[config.mk]
export PLATFORM = sky130hd
export DESIGN_NAME = vecmul_scheduler
export DESIGN_NICKNAME = d
export VERILOG_FILES = /design/src/rtl/vecmul_scheduler.sv
export SDC_FILE = /design/constraint.sdc
export NUM_CORES = 1
export LEC_CHECK = 0
export CAP_MARGIN = 10
export CORE_MARGIN = 3
export CORE_UTILIZATION = 52
export CTS_BUF_LIST = sky130_fd_sc_hd__clkbuf_4 sky130_fd_sc_hd__clkbuf_8
export CTS_CLUSTER_SIZE = 40
export DETAILED_ROUTE_END_ITERATION = 12
export PLACE_DENSITY = 0.91
export SYNTH_ARGS = -nofsm -noshare
export SYNTH_HDL_FRONTEND = slang
export SYNTH_SLANG_ARGS = --single-unit
[constraint.sdc]
create_clock -name clk -period 5.3 [get_ports clk]
set_input_delay 1.06 -clock clk [delete_from_list [all_inputs] [get_ports clk]]
set_output_delay 1.06 -clock clk [all_outputs]
set_load 0.005 [all_outputs]
[src/rtl/vecmul_scheduler.sv]
// Sweep sequencer for a shared vecmul datapath: issues weight rows,
// tracks in-flight products and returns row-tagged results via a FIFO.
module vecmul_scheduler #(
    parameter int PRECISION_BITS = 32,
    parameter int OVERFLOW_BITS  = 8,
    parameter int NUM_NODES      = 4,
    parameter int NUM_ROWS       = 4,
    parameter int VM_LATENCY     = 4,
    parameter int FIFO_DEPTH     = 8,
    localparam int ROW_W = (NUM_ROWS > 1) ? $clog2(NUM_ROWS) : 1,
    localparam int PW    = PRECISION_BITS + OVERFLOW_BITS,
    localparam int WW    = PRECISION_BITS * NUM_NODES
) (
    input  logic                 clk,
    input  logic                 rst_n,
    input  logic                 start,
    input  logic [NUM_NODES-1:0] node_vec,
    output logic                 busy,
    output logic                 done,
    output logic                 w_rd_en,
    output logic [ROW_W-1:0]     w_addr,
    input  logic [WW-1:0]        w_rdata,
    output logic [NUM_NODES-1:0] vm_nodes,
    output logic [WW-1:0]        vm_weights,
    input  logic [PW-1:0]        vm_product,
    output logic                 res_valid,
    input  logic                 res_ready,
    output logic [PW-1:0]        res_data,
    output logic [ROW_W-1:0]     res_row
);

    localparam int AW   = (FIFO_DEPTH > 1) ? $clog2(FIFO_DEPTH) : 1;
    localparam int CW   = AW + 1;
    localparam int NR_W = ROW_W + 1;
    localparam logic [NR_W-1:0] LAST_ROW = NR_W'(NUM_ROWS - 1);
    localparam logic [CW:0]     DEPTH_C  = (CW+1)'(FIFO_DEPTH);

    typedef enum logic [1:0] {
        IDLE,
        RUN,
        DRAIN,
        DONE
    } state_t;

    state_t              state;
    logic [NR_W-1:0]     next_row;
    logic [VM_LATENCY:0] pv;
    logic [ROW_W-1:0]    prow [VM_LATENCY+1];
    logic [CW-1:0]       inflight;
    logic [CW-1:0]       count;
    logic [CW-1:0]       inflight_nxt;
    logic [CW-1:0]       count_nxt;
    logic [PW-1:0]       fdata [FIFO_DEPTH];
    logic [ROW_W-1:0]    frow  [FIFO_DEPTH];
    logic [AW-1:0]       wr_ptr;
    logic [AW-1:0]       rd_ptr;
    logic                credit_ok;
    logic                issue;
    logic                push;
    logic                pop;

    // Credits cover both queued results and products still in vecmul,
    // so a product can never arrive to a full FIFO.
    assign credit_ok = ({1'b0, inflight} + {1'b0, count}) < DEPTH_C;
    assign issue     = (state == RUN) && (next_row <= LAST_ROW) && credit_ok;
    assign push      = pv[VM_LATENCY];
    assign res_valid = (count != '0);
    assign pop       = res_valid && res_ready;

    assign w_rd_en    = issue;
    assign w_addr     = next_row[ROW_W-1:0];
    assign vm_weights = w_rdata;
    assign res_data   = res_valid ? fdata[rd_ptr] : '0;
    assign res_row    = res_valid ? frow[rd_ptr] : '0;

    always_comb begin
        inflight_nxt = inflight;
        count_nxt    = count;
        if (issue && !push)
            inflight_nxt = inflight + CW'(1);
        else if (!issue && push)
            inflight_nxt = inflight - CW'(1);
        if (push && !pop)
            count_nxt = count + CW'(1);
        else if (!push && pop)
            count_nxt = count - CW'(1);
    end

    // Valid pipe never stalls: vecmul has no enable.
    always_ff @(posedge clk or negedge rst_n) begin
        if (!rst_n) begin
            pv       <= '0;
            inflight <= '0;
            count    <= '0;
            wr_ptr   <= '0;
            rd_ptr   <= '0;
        end else begin
            pv       <= {pv[VM_LATENCY-1:0], issue};
            inflight <= inflight_nxt;
            count    <= count_nxt;
            if (push)
                wr_ptr <= wr_ptr + AW'(1);
            if (pop)
                rd_ptr <= rd_ptr + AW'(1);
        end
    end

    always_ff @(posedge clk) begin
        prow[0] <= w_addr;
        for (int i = 1; i <= VM_LATENCY; i++)
            prow[i] <= prow[i-1];
        if (push) begin
            fdata[wr_ptr] <= vm_product;
            frow[wr_ptr]  <= prow[VM_LATENCY];
        end
    end

    always_ff @(posedge clk or negedge rst_n) begin
        if (!rst_n) begin
            state    <= IDLE;
            busy     <= 1'b0;
            done     <= 1'b0;
            next_row <= '0;
            vm_nodes <= '0;
        end else begin
            done <= 1'b0;
            unique case (state)
                IDLE: begin
                    if (start) begin
                        vm_nodes <= node_vec;
                        next_row <= '0;
                        busy     <= 1'b1;
                        state    <= RUN;
                    end
                end
                RUN: begin
                    if (issue) begin
                        next_row <= next_row + NR_W'(1);
                        if (next_row == LAST_ROW)
                            state <= DRAIN;
                    end
                end
                // Look ahead so done lands the cycle after the last pop.
                DRAIN: begin
                    if (inflight_nxt == '0 && count_nxt == '0) begin
                        busy  <= 1'b0;
                        done  <= 1'b1;
                        state <= DONE;
                    end
                end
                DONE: begin
                    state <= IDLE;
                end
                default: begin
                    state <= IDLE;
                end
            endcase
        end
    end

endmodule
==> summary by stage, run 1 <==
Run status
The flow ran to the end, and the final reports show no timing, DRC or antenna violations.

Min path
The path class of the tightest hold or removal check is flip-flop to flip-flop. Along the worst hold path, the cell count comes to 0.

Clock network
The insertion delay to the later sink of the worst-skew pair is 590 ps. Counting along the longest clock path gives a buffer depth of 3. CTS saw around 380 sinks. The count of hold-fix buffers inserted at cts is 0. Buffers inserted during clock tree synthesis total 55. The root buffer selected by CTS is clkbuf_8. Clock-pin slew was measured on the worst setup and hold paths at 60 ps. TritonCTS built the clock tree. The number of resized instances in the post-cts repair step is 0. The number of post-CTS setup repair buffers is 0.

The depth of the CTS H-tree is 2.

Global route
The all-layer global routing usage is 0.231. The number of antenna violations at the first check in global routing is 4. The via count of the first global-routing pass came to just under 8000. Entering global routing, the biggest net connects 54 pins. The first-pass GRT wire length is 55000 um. The residual overflow from global routing is 0.

Critical path
Data on the critical path is required at its endpoint by roughly 4200 ps. The worst reg2reg path depth is 3. In this design, the stage delay of the slowest critical-path cell is 880 ps. STA classifies the critical path endpoint as an output port. The setup path with the least slack is of type flip-flop to output port. The signal on the critical path passes through buf_4, mux4_2, mux2i_1, nor2_1, clkdlybuf4s50_1. Data on the critical path arrives at its endpoint at 3310 ps. The slowest stage of the critical path belongs to the cell dfrtp_4. The launching element type of the critical path is a flip-flop. The largest driver fanout on the critical path is 34.

Synthesis
The Yosys step of the flow raised 0 warnings. The combined area of all synthesized cells is ~16000 sq um. Of all flip-flops after synthesis, the portion carrying an async set or reset was 0.0798.

The prevailing post-synth register cell is edfxtp_1. The number of synthesized flops with an enable pin is between 300 and 400. The number of instances in the synthesized netlist is between 800 and 900.

Yosys mapped the design onto 56 distinct sky130hd cell types. For this run, the register share of the synthesized area comes to 0.702. The number of nets in the synthesized netlist is 1051. A synthesized cell averages ~18 sq um. Counting flops and latches in the post-synthesis netlist gives 376.

Placed design
At the placement stage, the worst setup path has a slack of 1510 ps. The count of buffers added on input and output ports is just under 100. The congestion estimate from routability-driven global placement came to roughly 0.83.

Once detailed placement completed, the half-perimeter wirelength came to roughly 26000 um. Once placement finished, the instance area stood at 16300 sq um.

Finish
The total area of multi-input combinational cells is about 3500 sq um. In the final layout, the share of cells above drive strength 1 is 0.243. Once layout is done, the placed cells without fillers occupy between 15000 and 20000 sq um. The total area of sequential cells is roughly 11000 sq um. The area added between synthesis and finish is 10.4%.

In the final design database the tool counted around 1100 nets. At the end of the flow the core is filled with cells to 0.584. Counting the fill cells in the layout gives around 2000.

STA
Summed over all failing endpoints, the final setup total negative slack is 0 ps. The shortest period the worst path allows is 4370 ps. The final setup slack of the worst path is just over 900 ps. Clock skew on the completed layout was measured at approximately 27 ps.

At the pin with the least slew margin, the transition time is roughly 1100 ps. Static timing analysis puts the maximum clock frequency at between 200 and 250 MHz. Setup violations remaining at the end of the flow were counted as 0. The worst slew slack as a fraction of its limit is 0.281. The count of endpoints failing hold in the final timing report is 0. The part of the cycle the worst path needs is 0.824. The total count of max-transition violations in the final report is 0.

Setup repair after global routing left no endpoint under its margin.

Die
The die height is about 180 um. Measured along the x axis, the die boundary spans about 180 um. The floorplan has 63 rows. The effective utilization at floorplan is 0.529. The area enclosed by the die boundary is roughly 32000 sq um.

The region available for standard cell placement spans around 30000 sq um. 356 I/O pins were placed.

Detailed routing
The residual antenna-violating net count after detailed routing is 0. The detailed-route via count is 7708. The first routing iteration left 822 violations. Dividing the detail-routed via count by the number of cells gives between 5 and 6. Wires add up to 37900 um. After detailed routing, the average wire length per cell comes to between 20 and 30 um.

The pre-antenna-repair detailed-routing pass consisted of 5 iterations. In the routed design, unresolved DRC markers number 0.

Run
Across the run, the number of max-cap violations was 0.

Power
Dividing total power by cell area gives a power density of around 500 nW/um^2. The worst IR drop on VDD is approximately 0.27 mV. The design draws between 8000 and 9000 uW. In this run the static leakage power is just under 0.006 uW.
## logic make-up after synthesis
group | after synthesis | share of synthesized area
and+or+nand+nor | 108 | 0.0338
xor gates and xnor gates | 8 | 0.00446
adders and majority gates | 14 | 0.0111
muxes | 135 | 0.153
DFF | 376 | 0.702
buffers and inverters | 178 | 0.0756
AOI/OAI and AO/OA | 42 | 0.0192
## cell usage in the layout, fill, tap and decap left out, types with 4 or more instances in the layout
cell and n:
edfxtp_1 336, clkdlybuf4s50_1 99, mux4_2 84, clkbuf_8 58
nor2_1 49, mux2i_1 44, dfrtp_1 27, clkbuf_4 26
buf_4 16, ha_1 14, nand2_1 13, inv_1 10
dfxtp_1 10, a21oi_1 7, o21ai_0 7, mux2_2 7
xnor2_1 6, nor3_1 6, nor2_4 6, a31oi_1 5
nand2b_1 5, clkinv_1 5, nor2b_1 4
## report_power, final
group | internal, uW | total, uW | switching [uW]
clock network | 1240 | 2270 | 1030
registers | 3440 | 3820 | 375
logic | 1520 | 2680 | 1160
## metal layers
metal  GRT usage  vias to the layer above  share of wire  wire length [um]
li1            -                     3243              -                 -
met1       0.248                     3824           0.31             11800
met2       0.372                      558           0.49             18500
met3       0.151                       77           0.17              6430
met4      0.0675                        6          0.028              1070
met5      0.0222                        -         0.0021                80
## state kept, by name (all words and copies together) (netlist names)
| signal | cells |
|---|---|
| busy | 1 |
| count | 4 |
| done | 1 |
| fdata | 320 |
| frow | 16 |
| inflight | 4 |
| next_row | 3 |
| prow | 10 |
| pv | 5 |
| rd_ptr | 3 |
| state | 2 |
| vm_nodes | 4 |
| wr_ptr | 3 |
## worst max-delay path: cells and delay by family (launching register included)
| family | cells | cell delay (ps) |
|---|---|---|
| multiplexers | 2 | 780 |
| flip-flops | 1 | 880 |
| AND/OR/NAND/NOR | 1 | 80 |
| buffers and inverters | 2 | 990 |
## synthesized netlist by cell type (8+ instances only)
cell type / instances / area (sq um)
ha_1: 14 / 175
mux2i_1: 44 / 440
dfrtp_1: 30 / 751
nand2_1: 13 / 48.8
clkbuf_1: 17 / 63.8
buf_4: 131 / 983
dfxtp_1: 10 / 200
nor3_1: 8 / 40.0
edfxtp_1: 336 / 10100
mux4_2: 84 / 1890
buf_2: 9 / 45.0
nor2_1: 55 / 206
inv_1: 10 / 37.5
## final cells by class
cell class / count / share of cell area
inverters: 12 / 0.00274
flip-flops and latches: 376 / 0.637
diodes: 2 / 0.000288
clock inverters: 11 / 0.00555
repair buffers: 116 / 0.0652
multi-input cells: 307 / 0.204
well taps: 390 / 0.0281
clock buffers: 84 / 0.0572
## metrics by stage
stage          instances  hold WS, ps
6_report            1298          322
5_1_grt             1298          326
4_1_cts             1296          322
3_5_place_dp        1201          312
3_3_place_gp        1201          311
2_1_floorplan        861          310
## worst paths after layout
| check | endpoint | start | slack (ps) |
|---|---|---|---|
| setup / recovery | res_data[22] | rd_ptr[0] | 930 |
| hold / removal | prow[0][9] | prow[0][7] | 320 |
| setup reg to reg | fdata[5][5] | pv[4] | 2230 |
| hold reg to reg | prow[0][9] | prow[0][7] | 320 |
| max in group asynchronous | rd_ptr[2] | rst_n | 4110 |
| min in group asynchronous | vm_nodes[2] | rst_n | 870 |
(Power assumes the default switching activity.)
==> run 2, diff against run 1 <==
--- a/config.mk
+++ b/config.mk
@@ -7,11 +7,11 @@
 export LEC_CHECK = 0
 export CAP_MARGIN = 10
 export CORE_MARGIN = 3
-export CORE_UTILIZATION = 52
+export CORE_UTILIZATION = 47
 export CTS_BUF_LIST = sky130_fd_sc_hd__clkbuf_4 sky130_fd_sc_hd__clkbuf_8
 export CTS_CLUSTER_SIZE = 40
 export DETAILED_ROUTE_END_ITERATION = 12
-export PLACE_DENSITY = 0.91
+export PLACE_DENSITY = 0.87
 export SYNTH_ARGS = -nofsm -noshare
 export SYNTH_HDL_FRONTEND = slang
 export SYNTH_SLANG_ARGS = --single-unit
==> constraint.sdc (replaced) <==
create_clock -name clk -period 3.7 [get_ports clk]
set_input_delay 0.74 -clock clk [delete_from_list [all_inputs] [get_ports clk]]
set_output_delay 0.74 -clock clk [all_outputs]
set_load 0.005 [all_outputs]
==> summary by stage, run 2 (synthesis gave the netlist of run 1 again) <==
Finish
In the final layout, the registers with the most flip-flops are fdata (320), frow (16), prow (10). The area added between synthesis and finish is 12.9%. Counting flops per register, the top entry is fdata. The number of cells in the finished layout apart from fillers came to 1372 (+5.7%).

The antenna diode count is 0 (-2). The flip-flop count of the largest register, all copies and words added was 320 (unchanged). The library cell used most frequently in the layout, excluding fill and tap cells, is edfxtp_1.

The total of fill cells in the finished design is 2462 (+21%). In the layout the commonest cells are edfxtp_1 (336), clkdlybuf4s50_1 (99), mux4_2 (84), clkbuf_8 (61), nor2_1 (49). The total area of sequential cells is 11100 sq um (about the same).

The fraction of layout cells with a size suffix above 1 came to 0.258 (+0.0152). The final net count is 1073 (+1.4%). The total area of multi-input combinational cells was 3560 sq um (+0.39%).

Die
The I/O pin count is 356 (unchanged). The row count is 66 (+4.8%). The effective utilization at floorplan is 0.479 (-0.0495). The area enclosed by the die boundary came to 35700 sq um (+10%). The die height is 189 um (+5.0%). The core area is 32800 sq um (+10%). The die outline width came to 189 um (+5.0%).

Clock network
The insertion delay to the later sink of the worst-skew pair was 600 ps (about the same). The total clock sinks is 376 (unchanged). The clock transition at the registers of the reported paths came to 60 ps (about the same).

TritonCTS built the clock tree. The maximum root-to-sink buffer count is 3 (unchanged). The depth of the CTS H-tree was 2 (unchanged). The root buffer selected by CTS is clkbuf_8. The number of clock buffers inserted by TritonCTS is 59 (+7.3%).

Power
The net switching power is 3710 uW (+45%). The power per cell area is 733 nW/um^2 (+45%). The part of the power in the clock network came to 0.277 (+0.018). The sequential power share is 0.409 (-0.027). The combinational share of power came to 0.313 (+0.007). The cell-internal power is 9310 uW (+50%). The share of total power consumed by net switching is 0.285 (-0.00689). The static leakage power is 0.00600 uW (+2.7%).

The worst IR drop on VDD is 0.498 mV (+86%).

Placed design
The detailed placer's ending HPWL is 24400 um (-5.4%). The global placement routability congestion is 0.834 (about the same). The number of placed instances with taps included is 1258 (+4.7%). The count of port buffers added during placement is 99 (unchanged).

Detailed routing
The number of design rule violations left after detail routing was 0 (unchanged). The detailed-route vias per instance is 5.53 (-6.9%). The residual antenna-violating net count after detailed routing was 0 (unchanged). The sum of routed wire length over all layers is 36200 um (-4.5%). The routed wirelength normalized by instance count is 26.4 um (-9.6%). The detailed-route via count was 7586 (-1.6%). The initial detailed-routing violation count is 668 (-19%). The first-pass iteration count of the detailed router came to 5 (unchanged).

Global route
The via count of the first global-routing pass came to 7874 (-0.18%). The number of antenna violations at the first check in global routing is 1 (-3). The residual overflow from global routing came to 0 (unchanged). The pin count of the biggest net entering global routing is 43 (-20%).

The all-layer global routing usage is 0.201 (-0.0294). The first-pass GRT wire length is 53200 um (-3.3%).

STA
The number of setup violations in the final report was 0 (unchanged). The worst slew slack as a fraction of its limit is 0.381 (+0.0997). In the finished design, the share of the clock period the worst path needs comes to 0.951.

The total count of max-transition violations in the final report came to 0 (unchanged). The final setup skew was 35.8 ps (+8.98 ps). The aggregate negative setup slack is 0 ps (unchanged). The transition at the pin with the smallest max-transition slack was 929 ps (-147 ps).

The count of endpoints failing hold in the final timing report was 0 (unchanged). The timing-limited maximum frequency is 284 MHz. The shortest period the worst path allows is between 3000 and 4000 ps. Setup repair after global routing left no endpoint under its margin.

Critical path
The launching instance or port of the critical path is count[3]. The worst reg2reg path depth is 8 (+5). The reg-to-reg endpoint is state[0].

STA classifies the critical path startpoint as a flip-flop. The data required time at the worst endpoint is 2960 ps (-1280 ps). STA classifies the critical path endpoint as an output port. The worst register-to-register path begins at count[3].

The data arrival time at the worst-slack endpoint is 2780 ps (-530 ps). The critical path in this run is classified as flip-flop to output port. The worst reg-to-reg setup slack is 840 ps (-1390 ps). The largest driver fanout on the critical path is 9 (-74%). The capture point of the worst path is w_rd_en.

Run status
The flow ran to the end, and the final reports show no timing, DRC or antenna violations.

Run
The max-cap check violation count is 0 (unchanged).

Min path
The class of the tightest hold or removal check is flip-flop to flip-flop.
## run 2: what timing repair did
item                       in CTS  in global routing
setup endpoints to repair       0                 24
buffers inserted                0                  6
gates resized for setup         0                  1
hold buffers                    0                  0
## run 2: worst min-delay path by stage
stage,startpoint,end,slack [ps],depth (start not counted)
2_1_floorplan,prow[0][0],prow[0][2],310,0
3_3_place_gp,prow[0][0],prow[0][2],310,0
3_5_place_dp,prow[0][0],prow[0][2],310,0
4_1_cts,prow[0][1],prow[0][3],320,0
5_1_grt,prow[0][1],prow[0][3],330,0
6_report,prow[0][1],prow[0][3],320,0
## run 2: layout make-up
cell class	instances	area share
inverters	12	0.00268
repair buffers	127	0.0726
well taps	442	0.0312
multi-input cells	307	0.200
clock inverters	21	0.0121
clock buffers	87	0.0583
flip-flops and latches	376	0.623
## run 2: routing by layer
metal,vias to the layer above,wire (um),track usage,part of all wire
li1,3281,-,-,-
met1,3833,12100,0.219,0.33
met2,406,17500,0.323,0.48
met3,64,5540,0.129,0.15
met4,2,1040,0.0639,0.029
met5,-,13,0.0165,0.00036
## run 2: power by group through the flow
stage               registers [uW]  logic (uW)  clock network, uW
global route                  5370        4440               3900
detailed placement            5490        3950                  0
global placement              5460        3870                  0
floorplan                     5150        2770                  0
finish                        5330        4080               3610
CTS                           5410        3980               3690
## run 2: critical path, stage by stage, from the launching register on
cell and delay, ps:
dfrtp_1 550, ha_1 300, nor3_1 230, and3_2 370
nand2_8 100, inv_4 120, clkdlybuf4s50_1 510
## run 2: per-stage QoR
stage / utilization / power (uW) / cell area, sq um / hold slack (ps) / worst slack (ps)
floorplan: - / 7910 / 15700 / 310 / 282
global placement: 0.501 / 9340 / 16400 / 310 / 618
detailed placement: 0.501 / 9440 / 16400 / 313 / 572
CTS: 0.540 / 13100 / 17700 / 322 / 11.2
global route: 0.541 / 13700 / 17700 / 329 / 3.63
finish: 0.541 / 13000 / 17700 / 321 / 182
